### src/rtl/riscv_pkg.sv
// RV32I decode constants: opcodes, funct3 values, ALU operation encoding and
// the decoded control bundle carried in the ID/EX register.
package riscv_pkg;

  localparam logic [6:0] OPC_LOAD   = 7'b0000011;
  localparam logic [6:0] OPC_OPIMM  = 7'b0010011;
  localparam logic [6:0] OPC_AUIPC  = 7'b0010111;
  localparam logic [6:0] OPC_STORE  = 7'b0100011;
  localparam logic [6:0] OPC_OP     = 7'b0110011;
  localparam logic [6:0] OPC_LUI    = 7'b0110111;
  localparam logic [6:0] OPC_BRANCH = 7'b1100011;
  localparam logic [6:0] OPC_JALR   = 7'b1100111;
  localparam logic [6:0] OPC_JAL    = 7'b1101111;

  localparam logic [2:0] F3_ADD_SUB = 3'd0;
  localparam logic [2:0] F3_SLL     = 3'd1;
  localparam logic [2:0] F3_SLT     = 3'd2;
  localparam logic [2:0] F3_SLTU    = 3'd3;
  localparam logic [2:0] F3_XOR     = 3'd4;
  localparam logic [2:0] F3_SR      = 3'd5;
  localparam logic [2:0] F3_OR      = 3'd6;
  localparam logic [2:0] F3_AND     = 3'd7;

  localparam logic [6:0] F7_BASE = 7'b0000000;
  localparam logic [6:0] F7_ALT  = 7'b0100000;

  typedef enum logic [3:0] {
    ALU_ADD    = 4'd0,
    ALU_SUB    = 4'd1,
    ALU_SLL    = 4'd2,
    ALU_SLT    = 4'd3,
    ALU_SLTU   = 4'd4,
    ALU_XOR    = 4'd5,
    ALU_SRL    = 4'd6,
    ALU_SRA    = 4'd7,
    ALU_OR     = 4'd8,
    ALU_AND    = 4'd9,
    ALU_PASS_B = 4'd10
  } alu_op_e;

  typedef struct packed {
    alu_op_e alu_op;
    logic    alu_src;
    logic    reg_write;
    logic    mem_read;
    logic    mem_write;
    logic    branch;
    logic    jump;
    logic    illegal;
  } ctrl_t;

  localparam ctrl_t CTRL_NOP = '{alu_op: ALU_ADD, alu_src: 1'b0, reg_write: 1'b0,
                                 mem_read: 1'b0, mem_write: 1'b0, branch: 1'b0,
                                 jump: 1'b0, illegal: 1'b0};

  // alt selects SUB/SRA, the only two funct3 values with a funct7[5] variant.
  function automatic alu_op_e alu_from_f3(input logic [2:0] f3, input logic alt);
    case (f3)
      F3_ADD_SUB: alu_from_f3 = alt ? ALU_SUB : ALU_ADD;
      F3_SLL:     alu_from_f3 = ALU_SLL;
      F3_SLT:     alu_from_f3 = ALU_SLT;
      F3_SLTU:    alu_from_f3 = ALU_SLTU;
      F3_XOR:     alu_from_f3 = ALU_XOR;
      F3_SR:      alu_from_f3 = alt ? ALU_SRA : ALU_SRL;
      F3_OR:      alu_from_f3 = ALU_OR;
      default:    alu_from_f3 = ALU_AND;
    endcase
  endfunction

endpackage

### src/rtl/imm_gen.sv
// Combinational RV32I immediate generator; unknown opcodes yield zero.
module imm_gen
  import riscv_pkg::*;
#(
  parameter int XLEN = 32
) (
  input  logic [31:0]     i_instr,
  output logic [XLEN-1:0] o_imm
);

  logic [31:0] w_imm;

  always_comb begin
    w_imm = '0;
    case (i_instr[6:0])
      OPC_OPIMM, OPC_LOAD, OPC_JALR:
        w_imm = {{20{i_instr[31]}}, i_instr[31:20]};
      OPC_STORE:
        w_imm = {{20{i_instr[31]}}, i_instr[31:25], i_instr[11:7]};
      OPC_BRANCH:
        w_imm = {{19{i_instr[31]}}, i_instr[31], i_instr[7], i_instr[30:25],
                 i_instr[11:8], 1'b0};
      OPC_LUI, OPC_AUIPC:
        w_imm = {i_instr[31:12], 12'b0};
      OPC_JAL:
        w_imm = {{11{i_instr[31]}}, i_instr[31], i_instr[19:12], i_instr[20],
                 i_instr[30:21], 1'b0};
      default: w_imm = '0;
    endcase
  end

  assign o_imm = XLEN'(w_imm);

endmodule

### src/rtl/decode_stage.sv
// RV32I decode stage feeding the ID/EX register, with load-use bubble and flush.
// Optional DECODE_WB_BYPASS_EN forwards same-cycle writeback data into operands.
module decode_stage
  import riscv_pkg::*;
#(
  parameter int              XLEN     = 32,
  parameter logic [XLEN-1:0] RESET_PC = '0
) (
  input  logic            clk,
  input  logic            rst,
  input  logic            in_valid,
  output logic            in_ready,
  input  logic [31:0]     in_instr,
  input  logic [XLEN-1:0] in_pc,
  input  logic            flush,
  output logic [4:0]      rf_a1,
  output logic [4:0]      rf_a2,
  input  logic [XLEN-1:0] rf_rd1,
  input  logic [XLEN-1:0] rf_rd2,
  input  logic            wb_we,
  input  logic [4:0]      wb_rd,
  input  logic [XLEN-1:0] wb_wd,
  output logic            out_valid,
  input  logic            out_ready,
  output logic [XLEN-1:0] out_pc,
  output logic [XLEN-1:0] out_rs1_val,
  output logic [XLEN-1:0] out_rs2_val,
  output logic [XLEN-1:0] out_imm,
  output logic [4:0]      out_rs1,
  output logic [4:0]      out_rs2,
  output logic [4:0]      out_rd,
  output logic [3:0]      out_alu_op,
  output logic            out_alu_src,
  output logic            out_reg_write,
  output logic            out_mem_read,
  output logic            out_mem_write,
  output logic            out_branch,
  output logic            out_jump,
  output logic            out_illegal
);

  logic [6:0]      w_opc, w_f7;
  logic [2:0]      w_f3;
  logic [4:0]      w_rs1, w_rs2, w_rd;
  logic [XLEN-1:0] w_imm, w_rs1_val, w_rs2_val;
  logic            w_uses_rs1, w_uses_rs2, w_hz, w_adv;
  ctrl_t           w_ctrl;

  logic            r_valid;
  logic [XLEN-1:0] r_pc, r_rs1_val, r_rs2_val, r_imm;
  logic [4:0]      r_rs1, r_rs2, r_rd;
  ctrl_t           r_ctrl;

  assign w_opc = in_instr[6:0];
  assign w_rd  = in_instr[11:7];
  assign w_f3  = in_instr[14:12];
  assign w_rs1 = in_instr[19:15];
  assign w_rs2 = in_instr[24:20];
  assign w_f7  = in_instr[31:25];

  assign rf_a1 = w_rs1;
  assign rf_a2 = w_rs2;

  imm_gen #(.XLEN(XLEN)) u_imm_gen (
    .i_instr (in_instr),
    .o_imm   (w_imm)
  );

  always_comb begin
    w_ctrl = CTRL_NOP;
    case (w_opc)
      OPC_OP: begin
        w_ctrl.reg_write = 1'b1;
        if (w_f7 == F7_BASE)
          w_ctrl.alu_op = alu_from_f3(w_f3, 1'b0);
        else if (w_f7 == F7_ALT && (w_f3 == F3_ADD_SUB || w_f3 == F3_SR))
          w_ctrl.alu_op = alu_from_f3(w_f3, 1'b1);
        else
          w_ctrl.illegal = 1'b1;
      end
      OPC_OPIMM: begin
        w_ctrl.alu_src   = 1'b1;
        w_ctrl.reg_write = 1'b1;
        w_ctrl.alu_op    = alu_from_f3(w_f3, 1'b0);
        // funct7 is only an opcode extension for shifts; elsewhere it is imm bits.
        if (w_f3 == F3_SLL && w_f7 != F7_BASE)
          w_ctrl.illegal = 1'b1;
        if (w_f3 == F3_SR) begin
          if (w_f7 == F7_ALT)       w_ctrl.alu_op  = ALU_SRA;
          else if (w_f7 != F7_BASE) w_ctrl.illegal = 1'b1;
        end
      end
      OPC_LOAD: begin
        w_ctrl.alu_src   = 1'b1;
        w_ctrl.mem_read  = 1'b1;
        w_ctrl.reg_write = 1'b1;
      end
      OPC_STORE: begin
        w_ctrl.alu_src   = 1'b1;
        w_ctrl.mem_write = 1'b1;
      end
      OPC_BRANCH: begin
        w_ctrl.alu_op = ALU_SUB;
        w_ctrl.branch = 1'b1;
      end
      OPC_LUI: begin
        w_ctrl.alu_op    = ALU_PASS_B;
        w_ctrl.alu_src   = 1'b1;
        w_ctrl.reg_write = 1'b1;
      end
      OPC_AUIPC: begin
        w_ctrl.alu_src   = 1'b1;
        w_ctrl.reg_write = 1'b1;
      end
      OPC_JAL, OPC_JALR: begin
        w_ctrl.alu_src   = 1'b1;
        w_ctrl.reg_write = 1'b1;
        w_ctrl.jump      = 1'b1;
      end
      default: w_ctrl.illegal = 1'b1;
    endcase
    if (w_ctrl.illegal) begin
      w_ctrl         = CTRL_NOP;
      w_ctrl.illegal = 1'b1;
    end
    if (w_rd == 5'd0)
      w_ctrl.reg_write = 1'b0;
  end

  assign w_uses_rs1 = !(w_opc == OPC_LUI || w_opc == OPC_AUIPC || w_opc == OPC_JAL);
  assign w_uses_rs2 = (w_opc == OPC_OP || w_opc == OPC_STORE || w_opc == OPC_BRANCH);

  assign w_hz = in_valid && r_valid && r_ctrl.mem_read && (r_rd != 5'd0) &&
                ((w_uses_rs1 && w_rs1 == r_rd) || (w_uses_rs2 && w_rs2 == r_rd));
  assign w_adv    = !r_valid || out_ready;
  assign in_ready = w_adv && !w_hz && !flush;

`ifdef DECODE_WB_BYPASS_EN
  assign w_rs1_val = (w_rs1 == 5'd0) ? '0 :
                     (wb_we && wb_rd == w_rs1) ? wb_wd : rf_rd1;
  assign w_rs2_val = (w_rs2 == 5'd0) ? '0 :
                     (wb_we && wb_rd == w_rs2) ? wb_wd : rf_rd2;
`else
  logic w_unused_wb;
  assign w_unused_wb = ^{wb_we, wb_rd, wb_wd};
  assign w_rs1_val   = (w_rs1 == 5'd0) ? '0 : rf_rd1;
  assign w_rs2_val   = (w_rs2 == 5'd0) ? '0 : rf_rd2;
`endif

  always_ff @(posedge clk) begin
    if (!rst) begin
      r_valid   <= 1'b0;
      r_pc      <= RESET_PC;
      r_rs1_val <= '0;
      r_rs2_val <= '0;
      r_imm     <= '0;
      r_rs1     <= '0;
      r_rs2     <= '0;
      r_rd      <= '0;
      r_ctrl    <= CTRL_NOP;
    end else if (flush) begin
      r_valid <= 1'b0;
    end else if (w_adv && w_hz) begin
      r_valid <= 1'b0;
    end else if (w_adv) begin
      r_valid   <= in_valid;
      r_pc      <= in_pc;
      r_rs1_val <= w_rs1_val;
      r_rs2_val <= w_rs2_val;
      r_imm     <= w_imm;
      r_rs1     <= w_rs1;
      r_rs2     <= w_rs2;
      r_rd      <= w_rd;
      r_ctrl    <= w_ctrl;
    end
  end

  assign out_valid     = r_valid;
  assign out_pc        = r_pc;
  assign out_rs1_val   = r_rs1_val;
  assign out_rs2_val   = r_rs2_val;
  assign out_imm       = r_imm;
  assign out_rs1       = r_rs1;
  assign out_rs2       = r_rs2;
  assign out_rd        = r_rd;
  assign out_alu_op    = r_ctrl.alu_op;
  assign out_alu_src   = r_ctrl.alu_src;
  assign out_reg_write = r_ctrl.reg_write;
  assign out_mem_read  = r_ctrl.mem_read;
  assign out_mem_write = r_ctrl.mem_write;
  assign out_branch    = r_ctrl.branch;
  assign out_jump      = r_ctrl.jump;
  assign out_illegal   = r_ctrl.illegal;

endmodule

### config.mk
export PLATFORM = sky130hd
export DESIGN_NAME = decode_stage
export DESIGN_NICKNAME = d
export VERILOG_FILES = /design/src/rtl/riscv_pkg.sv /design/src/rtl/imm_gen.sv /design/src/rtl/decode_stage.sv
export SDC_FILE = /design/constraint.sdc
export NUM_CORES = 1
export LEC_CHECK = 0
export BUFFER_PORTS_ARGS = -buffer_cell sky130_fd_sc_hd__clkbuf_2
export CORE_ASPECT_RATIO = 0.6
export CORE_MARGIN = 2
export CORE_UTILIZATION = 47
export CTS_BUF_LIST = sky130_fd_sc_hd__clkbuf_8 sky130_fd_sc_hd__clkbuf_16
export CTS_CLUSTER_SIZE = 14
export DETAILED_ROUTE_END_ITERATION = 12
export GPL_TIMING_DRIVEN = 1
export HOLD_SLACK_MARGIN = 0.03
export PLACE_DENSITY = 0.81
export SLEW_MARGIN = 5
export SYNTH_ARGS = -nofsm -noshare
export SYNTH_HDL_FRONTEND = slang
export SYNTH_SLANG_ARGS = --single-unit
### constraint.sdc
create_clock -name clk -period 2.5 [get_ports clk]
set_input_delay 0.375 -clock clk [delete_from_list [all_inputs] [get_ports clk]]
set_output_delay 0.375 -clock clk [all_outputs]
set_load 0.01 [all_outputs]
==> flow_summary.json <==
{
  "pin_count": 337,
  "synthesis.nets": 1007,
  "ys_ff_latch": 155,
  "drive_gt1_share_pct": 34.3,
  "grt_pass1_vias": 6469,
  "crit_chain": "xnor2_1 > nand4_1 > or4_4 > nand3_4 > inv_8 > buf_6",
  "utilization_pct": 62.9,
  "die_y_um": 100,
  "fmax_mhz": 409,
  "yosys-top-cells-area": "dfxtp_1 43%, mux2i_1 21%, nand2_1 15%",
  "synth_top_family_by_area": "simple AND/OR/NAND/NOR gates",
  "ff2ff_path_depth": 7,
  "layout_commonest_cell": "clkbuf_2",
  "drv_cap": 0,
  "swShare_pct": 27.6,
  "gr-total-overflow": 0,
  "cts_buffer_depth": 2,
  "final.period_utilization_pct": 97.8,
  "core_area_sq_um": 15200,
  "synth_cell_types": 56,
  "io_buffers": 298,
  "worstPathMaxFanout": 5,
  "fillCellCount": 1367,
  "synth_ff_type": "dfxtp_1",
  "dp.cells": 1298,
  "switchingPower_mw": 1.68,
  "status": "finished clean",
  "path_class": "register to output port",
  "syn_inst": 836,
  "wl_per_cell_um": 16.4,
  "ys_async_sr_fraction_pct": 0,
  "synth_edf_count": 0,
  "min_period_ns": 2.45,
  "fin_skew_ns": 0.0174,
  "finalSetupViolations": 0,
  "drv_slew": 0,
  "clkLatencyLatePin_ns": 0.41,
  "track_usage_pct": 26.1,
  "grt_pass1_wl_mm": 33.9,
  "first_pass_iters": 5,
  "p_leak_nw": 4.78,
  "synth_mux_area_share_pct": 20.6,
  "cts-root-buf": "clkbuf_16",
  "arrival_ns": 2.07,
  "avgSynthCellArea_sq_um": 8.66,
  "gp_congestion": 0.958,
  "cts_tree": "yes",
  "hold_buffers": 0,
  "clkPwrFrac_pct": 41.5,
  "synth_xor_area_share_pct": 1.33,
  "clk_pin_slew_ns": 0.07,
  "worst_slew_pin_slew_ns": 0.597,
  "final_cell_count_no_fill": 1334,
  "min_path_type": "input port to register",
  "r2r_slack_ns": 0.08,
  "yosys.area_share.adder_pct": 0,
  "htree_levels": 4,
  "seqPwrFrac_pct": 43.9,
  "ant_nets": 0,
  "path_buf_inv": 2,
  "die_area_sq_um": 16500,
  "drc": 0,
  "antennaDiodeCount": 0,
  "synthSimpleGateAreaFrac_pct": 22.2,
  "combinationalPowerShare_pct": 14.6,
  "antenna_found_initial": 0,
  "ys_seq_area_share_pct": 42.8,
  "p_per_area_nw_per_um2": 636,
  "synth_top_area_cell": "dfxtp_1",
  "hold_path_end": "out_valid",
  "numCtsBuffers": 17,
  "finalSetupTns_ns": 0,
  "fin_nets": 1289,
  "min-delay-start": "flush",
  "slowest_delay_ns": 0.49,
  "hold_viol": 0,
  "synth_area_sq_um": 7240,
  "start_util_pct": 47.7,
  "power_mw": 6.08,
  "grt_max_degree": 65,
  "final_cell_mix": "296 x clkbuf_2, 284 x nand2_1, 151 x dfxtp_1, 149 x mux2i_1, 35 x buf_4",
  "die_w_um": 164,
  "slew_headroom_pct": 60.2,
  "critical_path.endpoint_type": "output port",
  "r2r_end": "out_rs2_val[17]",
  "slowest_stage": "or4_4",
  "power.internal_mw": 4.40,
  "ys.warnings.count": 0,
  "drt-total-wl_mm": 21.9,
  "required_ns": 2.12,
  "netlist.area_leader.share_pct": 42.8,
  "viasPerCell": 5.21,
  "place_hpwl_mm": 16.1,
  "hold-path-cell-count": 2,
  "multi_input_area_sq_um": 3760,
  "row_count": 35,
  "ir_drop_v": 0.000415,
  "area_delta_synth_final_pct": 31.9,
  "synth_compound_area_share_pct": 7.12,
  "r2r-start": "out_rd[0]",
  "clock_sinks": 155,
  "vias": 6949,
  "start_kind": "register",
  "regArea_sq_um": 3110,
  "drt_iter0_drc": 435,
  "crit_family": "simple AND/OR/NAND/NOR gates"
}
[state kept, by name, summed over array words and instances, names as in the netlist]
signal and flops:
out_rs1 5, out_mem_read 1, out_mem_write 1, out_rd 5
out_rs2_val 32, out_rs1_val 32, out_valid 1, out_reg_write 1
out_illegal 1, out_jump 1, out_rs2 5, out_alu_op 4
out_imm 32, out_pc 32, out_branch 1, out_alu_src 1
[timing repair]
| action | CTS | global route |
|---|---|---|
| buffers inserted | 3 | 1 |
| gates resized for setup | 8 | 7 |
| endpoints found under the setup margin | 1 | 2 |
| pin swaps | 4 | 3 |
[power groups by stage]
stage,Combinational [mW],Clock (mW),Sequential (mW)
3_5_place_dp,0.874,0,2.72
3_3_place_gp,0.855,0,2.72
2_1_floorplan,0.444,0,2.78
6_report,0.886,2.52,2.67
5_1_grt,0.965,2.67,2.68
4_1_cts,0.882,2.56,2.67
[layer usage]
layer / GRT usage, % / part of all wire (%) / vias to the layer above
met4: 5.26 / 0.85 / 0
met5: 0 / 0 / -
met2: 42.2 / 46 / 278
met3: 6.94 / 8.6 / 18
met1: 35.2 / 44 / 3261
li1: - / - / 3392
[cells in the mapped netlist, drive strengths merged (3+ instances only)]
cell / n
inv: 6
dfxtp: 155
nand2b: 4
a21oi: 7
nor4: 3
a211oi: 3
or4: 7
xnor2: 10
o211ai: 3
nand4: 6
and3: 12
nor2b: 6
buf: 28
a31oi: 8
a21o: 8
nand3: 13
o21ai: 17
and3b: 3
o2111ai: 3
or2: 3
mux2i: 149
a22o: 4
nand4b: 3
nor3: 6
nand2: 284
clkbuf: 45
nor2: 12
[kinds of logic after synthesis]
group / Yosys count
AOI/OAI and AO/OA: 71
buffers and inverters: 79
xor gates and xnor gates: 11
DFF: 155
and+or+nand+nor: 371
muxes: 149
[worst max path at each step]
stage,from,end,depth (start not counted)
2_1_floorplan,in_instr[6],in_ready,7
3_3_place_gp,out_rd[0],in_ready,6
3_5_place_dp,in_instr[6],out_rs1[2],8
4_1_cts,out_rd[0],in_ready,6
5_1_grt,out_rd[0],in_ready,6
6_report,out_rd[0],in_ready,6
[area by class of cell]
| class | instances | area share [%] |
|---|---|---|
| Tap cell | 203 | 2.66 |
| Clock inverter | 14 | 1.44 |
| Timing Repair Buffer | 336 | 19.1 |
| Multi-Input combinational cell | 602 | 39.3 |
| Inverter | 6 | 0.314 |
| Sequential cell | 155 | 32.6 |
| Clock buffer | 18 | 4.60 |
[stage by stage]
stage / hold slack, ns / setup WS, ns / area, sq um
global placement: 0.442 / 0.141 / 8900
detailed placement: 0.448 / 0.0841 / 8900
finish: 0.163 / 0.0546 / 9550
floorplan: 0.454 / 0.223 / 7240
global route: 0.161 / -0.0117 / 9550
CTS: 0.151 / 0.0291 / 9520
Power figures use the tool's default switching activity.
